$ cat src/rtl/cache_init_pkg.sv
// Shared types and geometry helpers for the tag-store init/flush sequencer.
package cache_init_pkg;

  typedef enum logic [2:0] {
    INIT,
    IDLE,
    DRAIN,
    SWEEP,
    DONE
  } state_t;

  function automatic int unsigned lines_per_bank(input int unsigned cache_size,
                                                 input int unsigned line_size,
                                                 input int unsigned num_banks,
                                                 input int unsigned num_ways);
    return cache_size / (line_size * num_banks * num_ways);
  endfunction

  // Must agree with the tag store's CS_LINE_SEL_BITS; one bit minimum for a single-line bank.
  function automatic int unsigned line_sel_bits(input int unsigned lines);
    return (lines > 1) ? $clog2(lines) : 1;
  endfunction

endpackage

$ cat src/rtl/cache_line_walker.sv
// Enable-gated wrapping line counter; last flags the final line of the bank.
module cache_line_walker #(
  parameter int unsigned LINES = 32,
  parameter int unsigned W     = 5
) (
  input  logic         clk,
  input  logic         reset,
  input  logic         en,
  output logic [W-1:0] count,
  output logic         last
);

  localparam logic [W-1:0] LAST_IDX = W'(LINES - 1);

  assign last = (count == LAST_IDX);

  always_ff @(posedge clk) begin
    if (reset) begin
      count <= '0;
    end else if (en) begin
      count <= last ? '0 : count + 1'b1;
    end
  end

endmodule

$ cat src/rtl/cache_init_flush.sv
// Tag-store init and invalidate-flush sequencer for one cache bank.
//
//   state | meaning
//   INIT  | post-reset sweep clearing every line
//   IDLE  | bank open to core requests, flush accepted
//   DRAIN | waiting for pipeline and MSHR to empty
//   SWEEP | flush sweep clearing every line
//   DONE  | flush response pending
module cache_init_flush
  import cache_init_pkg::*;
#(
  parameter int unsigned CACHE_SIZE = 1024,
  parameter int unsigned LINE_SIZE  = 16,
  parameter int unsigned NUM_BANKS  = 1,
  parameter int unsigned NUM_WAYS   = 1,
  parameter int unsigned BANK_ID    = 0,
  localparam int unsigned LINES_PER_BANK = lines_per_bank(CACHE_SIZE, LINE_SIZE, NUM_BANKS, NUM_WAYS),
  localparam int unsigned LINE_SEL_BITS  = line_sel_bits(LINES_PER_BANK)
) (
  input  logic                     clk,
  input  logic                     reset,
  input  logic                     stall,
  input  logic                     pipe_empty,
  input  logic                     flush_req_valid,
  output logic                     flush_req_ready,
  output logic                     flush_rsp_valid,
  input  logic                     flush_rsp_ready,
  output logic                     init,
  output logic [LINE_SEL_BITS-1:0] line_sel,
  output logic                     busy
);

  state_t                   state, state_next;
  logic                     walk_en;
  logic                     walk_last;
  logic [LINE_SEL_BITS-1:0] walk_count;

  cache_line_walker #(
    .LINES (LINES_PER_BANK),
    .W     (LINE_SEL_BITS)
  ) u_walker (
    .clk   (clk),
    .reset (reset),
    .en    (walk_en),
    .count (walk_count),
    .last  (walk_last)
  );

  always_ff @(posedge clk) begin
    if (reset) begin
      state <= INIT;
    end else begin
      state <= state_next;
    end
  end

  always_comb begin
    state_next      = state;
    walk_en         = 1'b0;
    init            = 1'b0;
    busy            = 1'b1;
    flush_req_ready = 1'b0;
    flush_rsp_valid = 1'b0;
    line_sel        = walk_count;
    case (state)
      INIT, SWEEP: begin
        walk_en = ~stall;
        init    = ~stall;
        if (~stall && walk_last) begin
          state_next = (state == INIT) ? IDLE : DONE;
        end
      end
      IDLE: begin
        busy            = 1'b0;
        flush_req_ready = 1'b1;
        if (flush_req_valid) begin
          state_next = DRAIN;
        end
      end
      DRAIN: begin
        if (pipe_empty) begin
          state_next = SWEEP;
        end
      end
      DONE: begin
        flush_rsp_valid = 1'b1;
        if (flush_rsp_ready) begin
          state_next = IDLE;
        end
      end
      default: state_next = INIT;
    endcase
    // Reset is synchronous, so the decoded outputs are masked while it is held.
    if (reset) begin
      walk_en         = 1'b0;
      init            = 1'b0;
      busy            = 1'b1;
      flush_req_ready = 1'b0;
      flush_rsp_valid = 1'b0;
      line_sel        = '0;
    end
  end

`ifdef DBG_TRACE_CACHE
  always_ff @(posedge clk) begin
    if (!reset) begin
      if (state == INIT && walk_en && walk_count == '0)
        $display("%t: bank%0d init start", $time, BANK_ID);
      if (flush_req_valid && flush_req_ready)
        $display("%t: bank%0d flush accepted", $time, BANK_ID);
      if (flush_rsp_valid && flush_rsp_ready)
        $display("%t: bank%0d flush done", $time, BANK_ID);
    end
  end
`endif

endmodule

$ cat config.mk
export PLATFORM = sky130hd
export DESIGN_NAME = cache_init_flush
export DESIGN_NICKNAME = d
export VERILOG_FILES = /design/src/rtl/cache_init_pkg.sv /design/src/rtl/cache_line_walker.sv /design/src/rtl/cache_init_flush.sv
export SDC_FILE = /design/constraint.sdc
export NUM_CORES = 1
export LEC_CHECK = 0
export CAP_MARGIN = 20
export CORE_MARGIN = 1.5
export CORE_UTILIZATION = 40
export DETAILED_ROUTE_END_ITERATION = 12
export PLACE_DENSITY_LB_ADDON = 0.3
export SYNTH_ARGS = -nofsm -noshare
export SYNTH_HDL_FRONTEND = slang
export SYNTH_SLANG_ARGS = --single-unit
$ cat constraint.sdc
create_clock -name clk -period 2.35 [get_ports clk]
set_input_delay 0.235 -clock clk [delete_from_list [all_inputs] [get_ports clk]]
set_output_delay 0.235 -clock clk [all_outputs]
set_load 0.02 [all_outputs]
==> qor.txt, run 1 <==
via count = 479
Most Crowded Layer GR = met1
met1 Use GR = 0.2072
Syn Std Cell Area = 564.3 sq um
RSZ-0062 raised after global routing = no
CTS Hold Bufs = 0
worst clock skew = 0.003931 ns
Arr. time, crit path = 2.00 ns
Top delay family on crit path = simple AND/OR/NAND/NOR gates
Clock Tree Root = clkbuf_4
final hold viol count = 0
final net count = 90
Pleak = 0.2866 nW
CTS H-tree lvls = 1
Mapped Nets = 72
IR drop worst, VDD = 209.4 uV
Crit path buffers/inverters = 2
status = complete, no violations
Tcrit/Tclk final = 0.9525
Final setup violation count = 0
post-DP HPWL = 746.8 um
Clock Path Buffers = 2
port bufs = 15
Placer Congestion = 0.7711
row cnt = 13
antenna violations before repair = 0
DRC Markers = 0
setup TNS = 0 ns
Critical-path top delay cell = clkdlybuf4s50_1
Antenna Nets Post-Route = 0
P per Cell Area = 434.7 nW/um^2
Remaining Overflow, GRT = 0
Worst Setup Start Kind = flop
CP peak stage delay = 0.58 ns
Skew-Pair Late Insertion Delay = 0.27 ns
met2 Use GR = 0.1984
buffer count from post-CTS setup fixing = 0
Clock Pin Slew Worst Setup and Hold Paths = 0.06 ns
cells along the critical path = or2_1, or3b_1, inv_2, clkdlybuf4s50_1
Worst Path Required = 2.12 ns
crit end category = output pin
Area growth, synth to finish = 33.48%
total track usage = 0.1625
Initial DRC Count = 8
synth warn = 0
Antenna Cells = 0
CP max FO = 9
Post-Route WL = 1.087 mm
Worst Tran Pin Value = 0.3892 ns
max-slew violations = 0
Final Core Density = 0.5788
asr flop ratio synth = 0
max-cap violation count = 0
Hold Path Class = flop to flop
register area share after synthesis = 0.3193
Post-synth EDFFs = 0
Via density = 4.938
Worst Setup Path Type = flop to output pin
Die Ht = 40.56 um
highest achievable clock rate = 446.8 MHz
Yosys reg bits = 9
vias in the first global route = 343
Max-Slew Margin vs Limit = 0.7402
WL/cell = 11.21 um
Detailed Routing Iterations Pass 1 = 4
layout cells sized above 1 = 0.1220
I/O pin cnt = 16
largest net degree at the start of global routing = 13
Yosys cell types = 34
CTS tree = yes
Die ar. = 1645 sq um
CTS sink cnt = 9
Initial Util = 0.4337
Total Power = 0.3274 mW
Num CTS Buffers = 3
Syn Inst Count = 65
Syn Area/Cell = 8.681 sq um
post-cts sizing count = 0
Main synth FF type = dfxtp_1
first-pass GRT wire length = 1.600 mm
Die Wd = 40.56 um
fin crit period = 2.238 ns
met3 GRT Util = 0.06667
area of the core = 1301 sq um
cells in the mapped netlist, drive strengths merged, types with 2 or more instances:
library cell	count	area (sq um)
nand2	2	10.01
buf	2	10.01
a21oi	3	15.01
o2bb2ai	2	17.52
dfxtp	9	180.2
nand4	2	12.51
nor2	8	30.03
nand3	2	10.01
nor3	2	21.27
or3b	2	17.52
xor2	3	26.28
xnor2	2	25.03
inv	4	15.02
nor2b	6	37.54
cells in the final DEF, fill, tap and decap left out, drive strengths merged:
master         instances
and4b                  1
a21o                   1
nor3                   2
and2                   1
mux2i                  1
and4                   1
or2                    1
or3b                   2
nand4                  2
xor2                   3
nand3                  2
dfxtp                  9
inv                    4
buf                    1
and3b                  1
and4bb                 1
nor2                   8
o2bb2ai                2
a22oi                  1
nor2b                  6
nand2                  2
a21oi                  3
clkbuf                 4
clkdlybuf4s50         15
a311oi                 1
and3                   1
ha                     1
nand3b                 1
xnor2                  2
mux2                   1
nor4b                  1
stage by stage:
step | setup slack, ns | std cells | hold WS, ns | area, sq um
floorplan | 0.8453 | 65 | 0.4077 | 564.3
CTS | 0.1096 | 97 | 0.5119 | 753.2
detailed placement | 0.1837 | 93 | 0.4786 | 726.9
global route | 0.03828 | 97 | 0.5403 | 753.2
finish | 0.1117 | 97 | 0.5147 | 753.2
global placement | 0.1965 | 93 | 0.4566 | 726.9
area by class of cell:
class,count,area (sq um)
clock buffers,4,26.28
fillers,131,548.0
inverters,4,15.01
repair buffers,16,157.7
multi-input cells,49,355.3
well taps,15,18.77
flip-flops and latches,9,180.2
cell families after synthesis:
kind of cell               after synthesis  synth area share
xor gates and xnor gates                 5           0.09093
DFF                                      9            0.3193
buffers and inverters                    7           0.05100
muxes                                    2           0.03769
adders and majority gates                1           0.02217
AOI/OAI and AO/OA                        8           0.09979
and+or+nand+nor                         33            0.3792
power breakdown:
group / internal (mW) / switching, mW
sequential: 0.157 / 0.00327
clock: 0.0658 / 0.0604
combinational: 0.0217 / 0.0196
routing by layer:
| layer | vias to the layer above | share of wire | routed length, um |
|---|---|---|---|
| met1 | 201 | 0.51 | 559 |
| li1 | 261 | - | - |
| met5 | - | 0 | 0 |
| met4 | 0 | 0.035 | 38 |
| met2 | 12 | 0.39 | 429 |
| met3 | 5 | 0.055 | 60 |
state kept, by name, indices dropped and copies added, names as in the netlist:
signal,flops
state,3
u_walker.count,6
path summary, 6_finish.rpt:
kind | from | endpoint | slack (ns) | cells after the start
worst min register to register | u_walker.count[0] | u_walker.count[0] | 0.51 | 1
worst min-delay path | u_walker.count[0] | u_walker.count[0] | 0.51 | 1
worst max-delay path | state[2] | flush_req_ready | 0.11 | 4
worst max register to register | state[1] | u_walker.count[4] | 0.87 | 5
Note: power is estimated with default switching activity, not from simulation.
==> run 2: changes to the inputs <==
--- a/config.mk
+++ b/config.mk
@@ -9,6 +9,7 @@
 export CORE_MARGIN = 1.5
 export CORE_UTILIZATION = 40
 export DETAILED_ROUTE_END_ITERATION = 12
+export GPL_ROUTABILITY_DRIVEN = 0
 export PLACE_DENSITY_LB_ADDON = 0.3
 export SYNTH_ARGS = -nofsm -noshare
 export SYNTH_HDL_FRONTEND = slang
==> results of run 2 <==
The final DEF is identical to that of run 1; final timing and power are the same.
